<file path="config.mk">
export PLATFORM = sky130hd
export DESIGN_NAME = operand_display_scan
export DESIGN_NICKNAME = d
export VERILOG_FILES = /design/src/rtl/operand_display_scan_pkg.sv /design/src/rtl/operand_display_scan_hex.sv /design/src/rtl/operand_display_scan.sv
export SDC_FILE = /design/constraint.sdc
export NUM_CORES = 1
export LEC_CHECK = 0
export CAP_MARGIN = 20
export CORE_ASPECT_RATIO = 0.9
export CORE_MARGIN = 4
export CORE_UTILIZATION = 56
export CTS_BUF_LIST = sky130_fd_sc_hd__clkbuf_4 sky130_fd_sc_hd__clkbuf_8
export DETAILED_ROUTE_END_ITERATION = 10
export GPL_TIMING_DRIVEN = 0
export PLACE_DENSITY = 0.9
export SLEW_MARGIN = 25
export SYNTH_ARGS = -nofsm -noshare
export SYNTH_HDL_FRONTEND = slang
export SYNTH_SLANG_ARGS = --single-unit
</file>
<file path="constraint.sdc">
create_clock -name clk -period 3.94 [get_ports clk]
set_input_delay 0.985 -clock clk [delete_from_list [all_inputs] [get_ports clk]]
set_output_delay 0.985 -clock clk [all_outputs]
set_load 0.05 [all_outputs]
</file>
<file path="src/rtl/operand_display_scan_pkg.sv">
// Shared encodings for the operand display scanner: FSM states,
// digit-select codes and the 7-segment hex glyph table.
package operand_display_scan_pkg;

    typedef enum logic [3:0] {
        ST_IDLE,
        ST_SHOW_A,
        ST_GAP_A,
        ST_SHOW_B,
        ST_GAP_B,
        ST_SHOW_RH,
        ST_GAP_RH,
        ST_SHOW_RL,
        ST_GAP_RL
    } state_t;

    localparam logic [2:0] DSEL_NONE = 3'd0;
    localparam logic [2:0] DSEL_A    = 3'd1;
    localparam logic [2:0] DSEL_B    = 3'd2;
    localparam logic [2:0] DSEL_RH   = 3'd3;
    localparam logic [2:0] DSEL_RL   = 3'd4;

    // Segments {g,f,e,d,c,b,a}; element n is the glyph for nibble n.
    localparam logic [15:0][6:0] HEX_GLYPHS = {
        7'h71, 7'h79, 7'h5E, 7'h39, 7'h7C, 7'h77, 7'h6F, 7'h7F,
        7'h07, 7'h7D, 7'h6D, 7'h66, 7'h4F, 7'h5B, 7'h06, 7'h3F
    };

endpackage

</file>
<file path="src/rtl/operand_display_scan_hex.sv">
// Nibble to active-high 7-segment glyph decoder.
module hex_to_7seg
    import operand_display_scan_pkg::*;
(
    input  logic [3:0] nib_i,
    output logic [6:0] seg_o
);

    assign seg_o = HEX_GLYPHS[nib_i];

endmodule

</file>
<file path="src/rtl/operand_display_scan.sv">
// Scans snapshotted A, B and result nibbles onto one 7-segment digit
// with a programmable dwell and blank gap per digit.
module operand_display_scan
    import operand_display_scan_pkg::*;
#(
    parameter int DWELL_CYCLES = 4,
    parameter int BLANK_CYCLES = 2
) (
    input  logic       clk,
    input  logic       reset_n,
    input  logic       enable,
    input  logic [3:0] a,
    input  logic [3:0] b,
    input  logic [7:0] result,
    output logic [6:0] seg,
    output logic       dp,
    output logic [2:0] digit_sel,
    output logic       frame_done
);

    localparam int CMAX = (DWELL_CYCLES > BLANK_CYCLES) ? DWELL_CYCLES : BLANK_CYCLES;
    localparam int CW = $clog2((CMAX > 2) ? CMAX : 2);
    localparam logic [CW-1:0] DW_LAST = CW'(DWELL_CYCLES - 1);
    localparam logic [CW-1:0] BL_LAST = CW'((BLANK_CYCLES > 0) ? BLANK_CYCLES - 1 : 0);
    localparam bit HAS_GAP = BLANK_CYCLES > 0;

    state_t        state_q, state_d, succ;
    logic [CW-1:0] cnt_q, cnt_d;
    logic [3:0]    a_s_q, a_s_d;
    logic [3:0]    b_s_q, b_s_d;
    logic [7:0]    r_s_q, r_s_d;
    logic          last, wrap, snap;
    logic [3:0]    nib;
    logic [6:0]    glyph;
    logic          show;

    always_comb begin
        succ = ST_IDLE;
        last = 1'b0;
        wrap = 1'b0;
        unique case (state_q)
            ST_IDLE: begin
                succ = ST_SHOW_A;
                last = 1'b1;
            end
            ST_SHOW_A: begin
                succ = HAS_GAP ? ST_GAP_A : ST_SHOW_B;
                last = (cnt_q == DW_LAST);
            end
            ST_GAP_A: begin
                succ = ST_SHOW_B;
                last = (cnt_q == BL_LAST);
            end
            ST_SHOW_B: begin
                succ = HAS_GAP ? ST_GAP_B : ST_SHOW_RH;
                last = (cnt_q == DW_LAST);
            end
            ST_GAP_B: begin
                succ = ST_SHOW_RH;
                last = (cnt_q == BL_LAST);
            end
            ST_SHOW_RH: begin
                succ = HAS_GAP ? ST_GAP_RH : ST_SHOW_RL;
                last = (cnt_q == DW_LAST);
            end
            ST_GAP_RH: begin
                succ = ST_SHOW_RL;
                last = (cnt_q == BL_LAST);
            end
            ST_SHOW_RL: begin
                succ = HAS_GAP ? ST_GAP_RL : ST_SHOW_A;
                last = (cnt_q == DW_LAST);
                wrap = !HAS_GAP;
            end
            ST_GAP_RL: begin
                succ = ST_SHOW_A;
                last = (cnt_q == BL_LAST);
                wrap = 1'b1;
            end
            default: begin
                succ = ST_IDLE;
                last = 1'b1;
            end
        endcase
    end

    // Snapshots are taken only when a frame starts, never mid-frame.
    assign snap       = enable && last && (wrap || state_q == ST_IDLE);
    assign frame_done = enable && last && wrap;

    always_comb begin
        state_d = state_q;
        cnt_d   = cnt_q;
        a_s_d   = a_s_q;
        b_s_d   = b_s_q;
        r_s_d   = r_s_q;
        if (enable) begin
            if (last) begin
                state_d = succ;
                cnt_d   = '0;
            end else begin
                cnt_d = cnt_q + CW'(1);
            end
        end
        if (snap) begin
            a_s_d = a;
            b_s_d = b;
            r_s_d = result;
        end
    end

    always_ff @(posedge clk or posedge reset_n) begin
        if (reset_n) begin
            state_q <= ST_IDLE;
            cnt_q   <= '0;
            a_s_q   <= '0;
            b_s_q   <= '0;
            r_s_q   <= '0;
        end else begin
            state_q <= state_d;
            cnt_q   <= cnt_d;
            a_s_q   <= a_s_d;
            b_s_q   <= b_s_d;
            r_s_q   <= r_s_d;
        end
    end

    always_comb begin
        nib       = a_s_q;
        show      = 1'b0;
        dp        = 1'b0;
        digit_sel = DSEL_NONE;
        unique case (state_q)
            ST_SHOW_A: begin
                nib       = a_s_q;
                show      = 1'b1;
                digit_sel = DSEL_A;
            end
            ST_SHOW_B: begin
                nib       = b_s_q;
                show      = 1'b1;
                digit_sel = DSEL_B;
            end
            ST_SHOW_RH: begin
                nib       = r_s_q[7:4];
                show      = 1'b1;
                dp        = 1'b1;
                digit_sel = DSEL_RH;
            end
            ST_SHOW_RL: begin
                nib       = r_s_q[3:0];
                show      = 1'b1;
                dp        = 1'b1;
                digit_sel = DSEL_RL;
            end
            default: ;
        endcase
    end

    hex_to_7seg u_hex (
        .nib_i (nib),
        .seg_o (glyph)
    );

    assign seg = show ? glyph : 7'h00;

endmodule

</file>
==> flow_summary.yaml, run 1 <==
status:
  status: "complete, no violations"
sta:
  setup_viol: 0
  drv_slew: 0
  max_freq_mhz: 265
  final_hold_viol_count: 0
  fin_crit_sh_pct: 95.7
  fin_skew_ns: 0.00345
  slew_headroom_pct: 43.7
  tightest_slew_ns: 0.843
  timing.final.crit_period_ns: 3.77
  rsz0062_at_grt: "no"
grt:
  grt_usage_pct: 18.4
  overflow: 0
  grt_pass1_vias: 1073
  grt_max_degree: 23
  grt_pass1_wl_um: 4800
  antenna_found_initial: 0
setup_path:
  critPathKind: "flip-flop to output pin"
  r2r-start: "state_q[1]"
  crit_arrival_ns: 2.79
  cp-end-kind: "output pin"
  crit_start: "state_q[0]"
  worstPathRequired_ns: 2.95
  cp_max_fo: 8
  start_kind: "flip-flop"
yosys:
  ys_ff_latch: 22
  synth_top_family_by_area: "multiplexers"
  synth_common_cells: "dfrtp_1 (22), mux2_2 (18), a21oi_1 (10), inv_1 (10)"
  synth.largest_area_cell: "dfrtp_1"
  syn_inst: 140
  syn-cell-area_um2: 1450
  ys_types: 40
  synth-xor-area-share_pct: 2.42
  synthMuxAreaShare_pct: 18.2
  synth_edf_count: 0
  synth_top_area_share_pct: 38.1
  synth_compound_area_share_pct: 15.9
  yosysSeqAreaShare_pct: 38.1
  yosys.area_share.simple_pct: 11.3
  synthFlopType: "dfrtp_1"
  syn_avg_cell_area_um2: 10.3
  syn_nets: 165
  synth.most_common_cell: "dfrtp_1"
  ys_top_cells_by_area: "dfrtp_1 (38%), mux2_2 (14%), ha_1 (5.2%)"
  yosys.area_share.adder_pct: 5.19
  yosysWarnings: 0
  async_flop_share_pct: 100
clock_network:
  clockBufferDepth: 2
  post_cts_buffers: 0
  cts_tree: "built"
  clkSlewWorstSetupHoldPaths_ns: 0.12
  ctsHtreeMaxLevel: 1
  clock-sinks: 22
  cts_root_buf: "clkbuf_4"
  clock_latency_ns: 0.31
  cts-buffers-inserted: 3
routing:
  drt_pass1_iterations: 4
  drt-wirelength-per-cell_um: 14.7
  viasPerCell: 5.65
  drt-initial-drc-count: 30
  wirelength_um: 2950
  vias: 1129
  ant_nets: 0
  drcViolationCount: 0
placement:
  place_inst: 197
  portBuffers: 29
  routabilityCongestion: 0.819
  detailed_place_hpwl_um: 2290
flow_run:
  max_cap_viol_count: 0
final_layout:
  drive_above_1_share_pct: 27.3
  insertedDiodeCount: 0
  stdcell_count: 200
  final_nets: 198
  area_growth_pct: 24.6
hold_path:
  hold_start: "r_s_q[6]"
  hold_path_class: "flip-flop to flip-flop"
floorplan:
  rows: 17
  start_util_pct: 58.6
  coreArea_um2: 2470
  io_pins: 31
  die_h_um: 56.2
  fp.dieW_um: 61.5
  die-area_um2: 3460
-- metal layers --
| metal | track usage [%] | routed length, µm | vias up |
|---|---|---|---|
| met4 | 5.15 | 29 | 0 |
| met5 | 0 | 0 | - |
| met2 | 31.2 | 1490 | 26 |
| met1 | 22.4 | 1310 | 545 |
| li1 | - | - | 554 |
| met3 | 4.87 | 119 | 4 |
-- layout by cell type, fill, tap and decap left out, types with 5 or more instances in the layout --
cell             Yosys  final
nor2_1               6      6
mux2i_1              6      6
a21oi_1             10     10
clkbuf_2             0      5
o21ai_0              6      6
inv_1               10     10
nand2_1              5      5
dfrtp_1             22     22
ha_1                 6      6
mux2_2              18     18
buf_6                5      5
clkdlybuf4s50_1      0     22
-- per-stage QoR --
| stage | worst slack, ns | instance area [µm²] | hold slack [ns] | setup TNS [ns] | utilization, % |
|---|---|---|---|---|---|
| 2_1_floorplan | 0.159 | 1450 | 0.479 | 0 | - |
| 3_3_place_gp | -0.0858 | 1770 | 0.492 | -0.249 | 71.8 |
| 3_5_place_dp | -0.190 | 1770 | 0.496 | -0.690 | 71.8 |
| 4_1_cts | 0.00506 | 1830 | 0.525 | 0 | 74.0 |
| 5_1_grt | 0.0305 | 1800 | 0.544 | 0 | 73.0 |
| 6_report | 0.168 | 1800 | 0.523 | 0 | 73.0 |
-- sequential cells by signal (all words and copies together) (netlist names) --
name	count
r_s_q	8
state_q	4
cnt_q	2
a_s_q	4
b_s_q	4
-- logic make-up after synthesis --
kind of cell / after synthesis
adders and majority gates: 6
AOI/OAI and AO/OA: 33
buffers and inverters: 22
muxes: 24
DFF: 22
xor gates and xnor gates: 4
and+or+nand+nor: 29
-- worst paths after layout --
| path | to | slack (ns) | cells after the start |
|---|---|---|---|
| max | seg[5] | 0.17 | 11 |
| min | r_s_q[6] | 0.52 | 1 |
| max reg2reg | a_s_q[2] | 2.17 | 5 |
| min reg2reg | r_s_q[6] | 0.52 | 1 |
| max in group asynchronous | cnt_q[0] | 2.29 | 2 |
| min in group asynchronous | a_s_q[0] | 1.13 | 2 |
-- area by class of cell --
| type | count | area (µm²) |
|---|---|---|
| repair buffers | 29 | 265 |
| multi-input cells | 96 | 772 |
| fillers | 171 | 667 |
| clock inverters | 1 | 30.0 |
| inverters | 10 | 37.5 |
| plain buffers | 11 | 87.6 |
| flip-flops and latches | 22 | 551 |
| well taps | 28 | 35.0 |
| clock buffers | 3 | 22.5 |
-- worst max-delay path, cell delays in order (launching register included) --
cell	delay, ns
dfrtp_1	0.40
buf_6	0.14
nor2b_4	0.12
buf_6	0.13
and2_4	0.17
o22ai_2	0.32
inv_1	0.12
ha_1	0.27
nand2_2	0.08
o21ai_2	0.06
a221oi_2	0.25
clkdlybuf4s15_2	0.40
-- what timing repair did --
action	in CTS	in global routing
setup endpoints to repair	7	6
pin swaps	0	0
resized for setup	12	9
hold buffers	0	0
Power of run 1 is not shown: default switching activity piles up to over one toggle a cycle in this logic, so the estimate is an artifact.
==> run 2: changes to the inputs <==
--- a/config.mk
+++ b/config.mk
@@ -5,14 +5,17 @@
 export SDC_FILE = /design/constraint.sdc
 export NUM_CORES = 1
 export LEC_CHECK = 0
+export ABC_CLOCK_PERIOD_IN_PS = 3940
 export CAP_MARGIN = 20
+export CELL_PAD_IN_SITES_DETAIL_PLACEMENT = 2
+export CELL_PAD_IN_SITES_GLOBAL_PLACEMENT = 2
 export CORE_ASPECT_RATIO = 0.9
 export CORE_MARGIN = 4
-export CORE_UTILIZATION = 56
+export CORE_UTILIZATION = 35
 export CTS_BUF_LIST = sky130_fd_sc_hd__clkbuf_4 sky130_fd_sc_hd__clkbuf_8
 export DETAILED_ROUTE_END_ITERATION = 10
 export GPL_TIMING_DRIVEN = 0
-export PLACE_DENSITY = 0.9
+export PLACE_DENSITY = 0.89
 export SLEW_MARGIN = 25
 export SYNTH_ARGS = -nofsm -noshare
 export SYNTH_HDL_FRONTEND = slang
==> run 2 against run 1 <==
Worst setup slack worse by 0.030 ns. Clock skew up 0.0056 ns. Via count up 2.2%. Largest cell class unchanged.
==> flow_summary.yaml, run 2 (synthesis gave the netlist of run 1 again) <==
status:
  status: "complete, no violations"
clock_network:
  cts_tree: "built"
  clock_latency_ns: 0.27
  clockBufferDepth: 2
  clkSlewWorstSetupHoldPaths_ns: 0.09
  hold_buffers: 0
  ctsHtreeMaxLevel: 1
  cts-buffers-inserted: 3
  cts_root_buf: "clkbuf_8"
  clock-sinks: 22
  post_cts_buffers: 0
floorplan:
  die-area_um2: 5220
  start_util_pct: 37.7
  rows: 21
  die_h_um: 69.0
  fp.dieW_um: 75.7
  io_pins: 31
  coreArea_um2: 3840
final_layout:
  final_nets: 199
  fin_util_pct: 48.6
  largest-register: "r_s_q"
  insertedDiodeCount: 0
  mostFrequentLayoutCells: "dfrtp_1 (22), clkdlybuf4s50_1 (21), mux2_2 (18), inv_1 (10), a21oi_1 (10)"
  largest_reg_flops: 8
  final_area_um2: 1860
  stdcell_count: 219
  mostFrequentLayoutCell: "dfrtp_1"
  drive_above_1_share_pct: 28.9
  area_growth_pct: 29.0
sta:
  rsz0062_at_grt: "no"
  final_hold_viol_count: 0
  timing.final.crit_period_ns: 3.80
  max_freq_mhz: 263
  fin_crit_sh_pct: 96.5
  tightest_slew_ns: 0.823
  fin_skew_ns: 0.00906
  setup_viol: 0
  drv_slew: 0
  slew_headroom_pct: 45.0
  postLayoutSetupSlackWorst_ns: 0.138
routing:
  drt-wirelength-per-cell_um: 18.9
  drcViolationCount: 0
  vias: 1154
  ant_nets: 0
  wirelength_um: 4140
  viasPerCell: 5.27
  drt_pass1_iterations: 3
  drt-initial-drc-count: 80
setup_path:
  start_kind: "flip-flop"
  worstPathRequired_ns: 2.95
  crit_arrival_ns: 2.82
  cp-end-kind: "output pin"
  critPathKind: "flip-flop to output pin"
  cp_max_fo: 8
grt:
  met3_usage_pct: 3.77
  top_usage_layer: "met2"
  grt_max_degree: 23
  use_met2_pct: 32.0
  use_met1_pct: 21.4
  overflow: 0
  grt_usage_pct: 17.7
  grt_pass1_wl_um: 6810
  grt_pass1_vias: 1344
  antenna_found_initial: 0
placement:
  portBuffers: 29
  place_inst: 215
  place_ws_ns: -0.353
  detailed_place_hpwl_um: 3190
  routabilityCongestion: 0.844
  place_area_um2: 1790
flow_run:
  max_cap_viol_count: 0
hold_path:
  hold_path_class: "flip-flop to flip-flop"
## run 2: cell count changes in the layout (fill, tap and decap cells not counted), sizes merged
cell           change
dlymetal6s2s       +1
clkdlybuf4s50      -1
clkdlybuf4s18      +1
dlygate4sd2        -1
clkdlybuf4s15      +1
buf                +1
clkbuf             -1
## run 2: critical path, stage by stage, from the launching register on
cell and delay [ns]:
dfrtp_1 0.39, buf_6 0.14, nor2b_4 0.12, buf_6 0.14, and2_4 0.16, o22ai_2 0.32
inv_1 0.12, ha_1 0.27, a21o_1 0.17, a2bb2oi_1 0.15, nor2_1 0.15, clkdlybuf4s18_2 0.39
## run 2: final timing paths
check                           start  endpoint  slack [ns]  cells after the start
setup / recovery           state_q[0]    seg[3]        0.14                     11
hold / removal               r_s_q[7]  r_s_q[7]        0.52                      1
setup reg to reg           state_q[0]  r_s_q[5]        2.03                      5
hold reg to reg              r_s_q[7]  r_s_q[7]        0.52                      1
max in group asynchronous     reset_n  r_s_q[4]        2.25                      2
min in group asynchronous     reset_n  r_s_q[7]        1.17                      2
## run 2: routing by layer
| layer | up-vias | share of wire, % |
|---|---|---|
| met5 | - | 0 |
| met4 | 0 | 0.87 |
| met2 | 24 | 54 |
| met1 | 576 | 42 |
| met3 | 4 | 3.3 |
| li1 | 550 | - |
## run 2: timing repair
action,in CTS,in global routing
cloned,0,0
gates resized for setup,21,11
endpoints found under the setup margin,7,8
pin swaps,0,1
## run 2: layout make-up
cell class | instances | area [µm²]
Fill cell | 410 | 1970
Multi-Input combinational cell | 96 | 777
Sequential cell | 22 | 551
Timing Repair Buffer | 29 | 278
Buffer | 12 | 92.6
Tap cell | 46 | 57.6
Clock buffer | 3 | 41.3
Inverter | 10 | 37.5
Clock inverter | 1 | 30.0
## run 2: stage by stage
| step | hold slack, ns | setup TNS, ns |
|---|---|---|
| global placement | 0.493 | -0.538 |
| detailed placement | 0.499 | -1.57 |
| global route | 0.545 | 0 |
| CTS | 0.517 | 0 |
| floorplan | 0.479 | 0 |
| finish | 0.520 | 0 |
Power of run 2 is left out for the same reason.
==> run 3: changes to the inputs <==
--- a/config.mk
+++ b/config.mk
@@ -6,7 +6,6 @@
 export NUM_CORES = 1
 export LEC_CHECK = 0
 export ABC_CLOCK_PERIOD_IN_PS = 3940
-export CAP_MARGIN = 20
 export CELL_PAD_IN_SITES_DETAIL_PLACEMENT = 2
 export CELL_PAD_IN_SITES_GLOBAL_PLACEMENT = 2
 export CORE_ASPECT_RATIO = 0.9
==> results of run 3 <==
Same layout as run 2: the final DEF is identical, and so are final timing and power.
Power of run 3 is left out for the same reason.
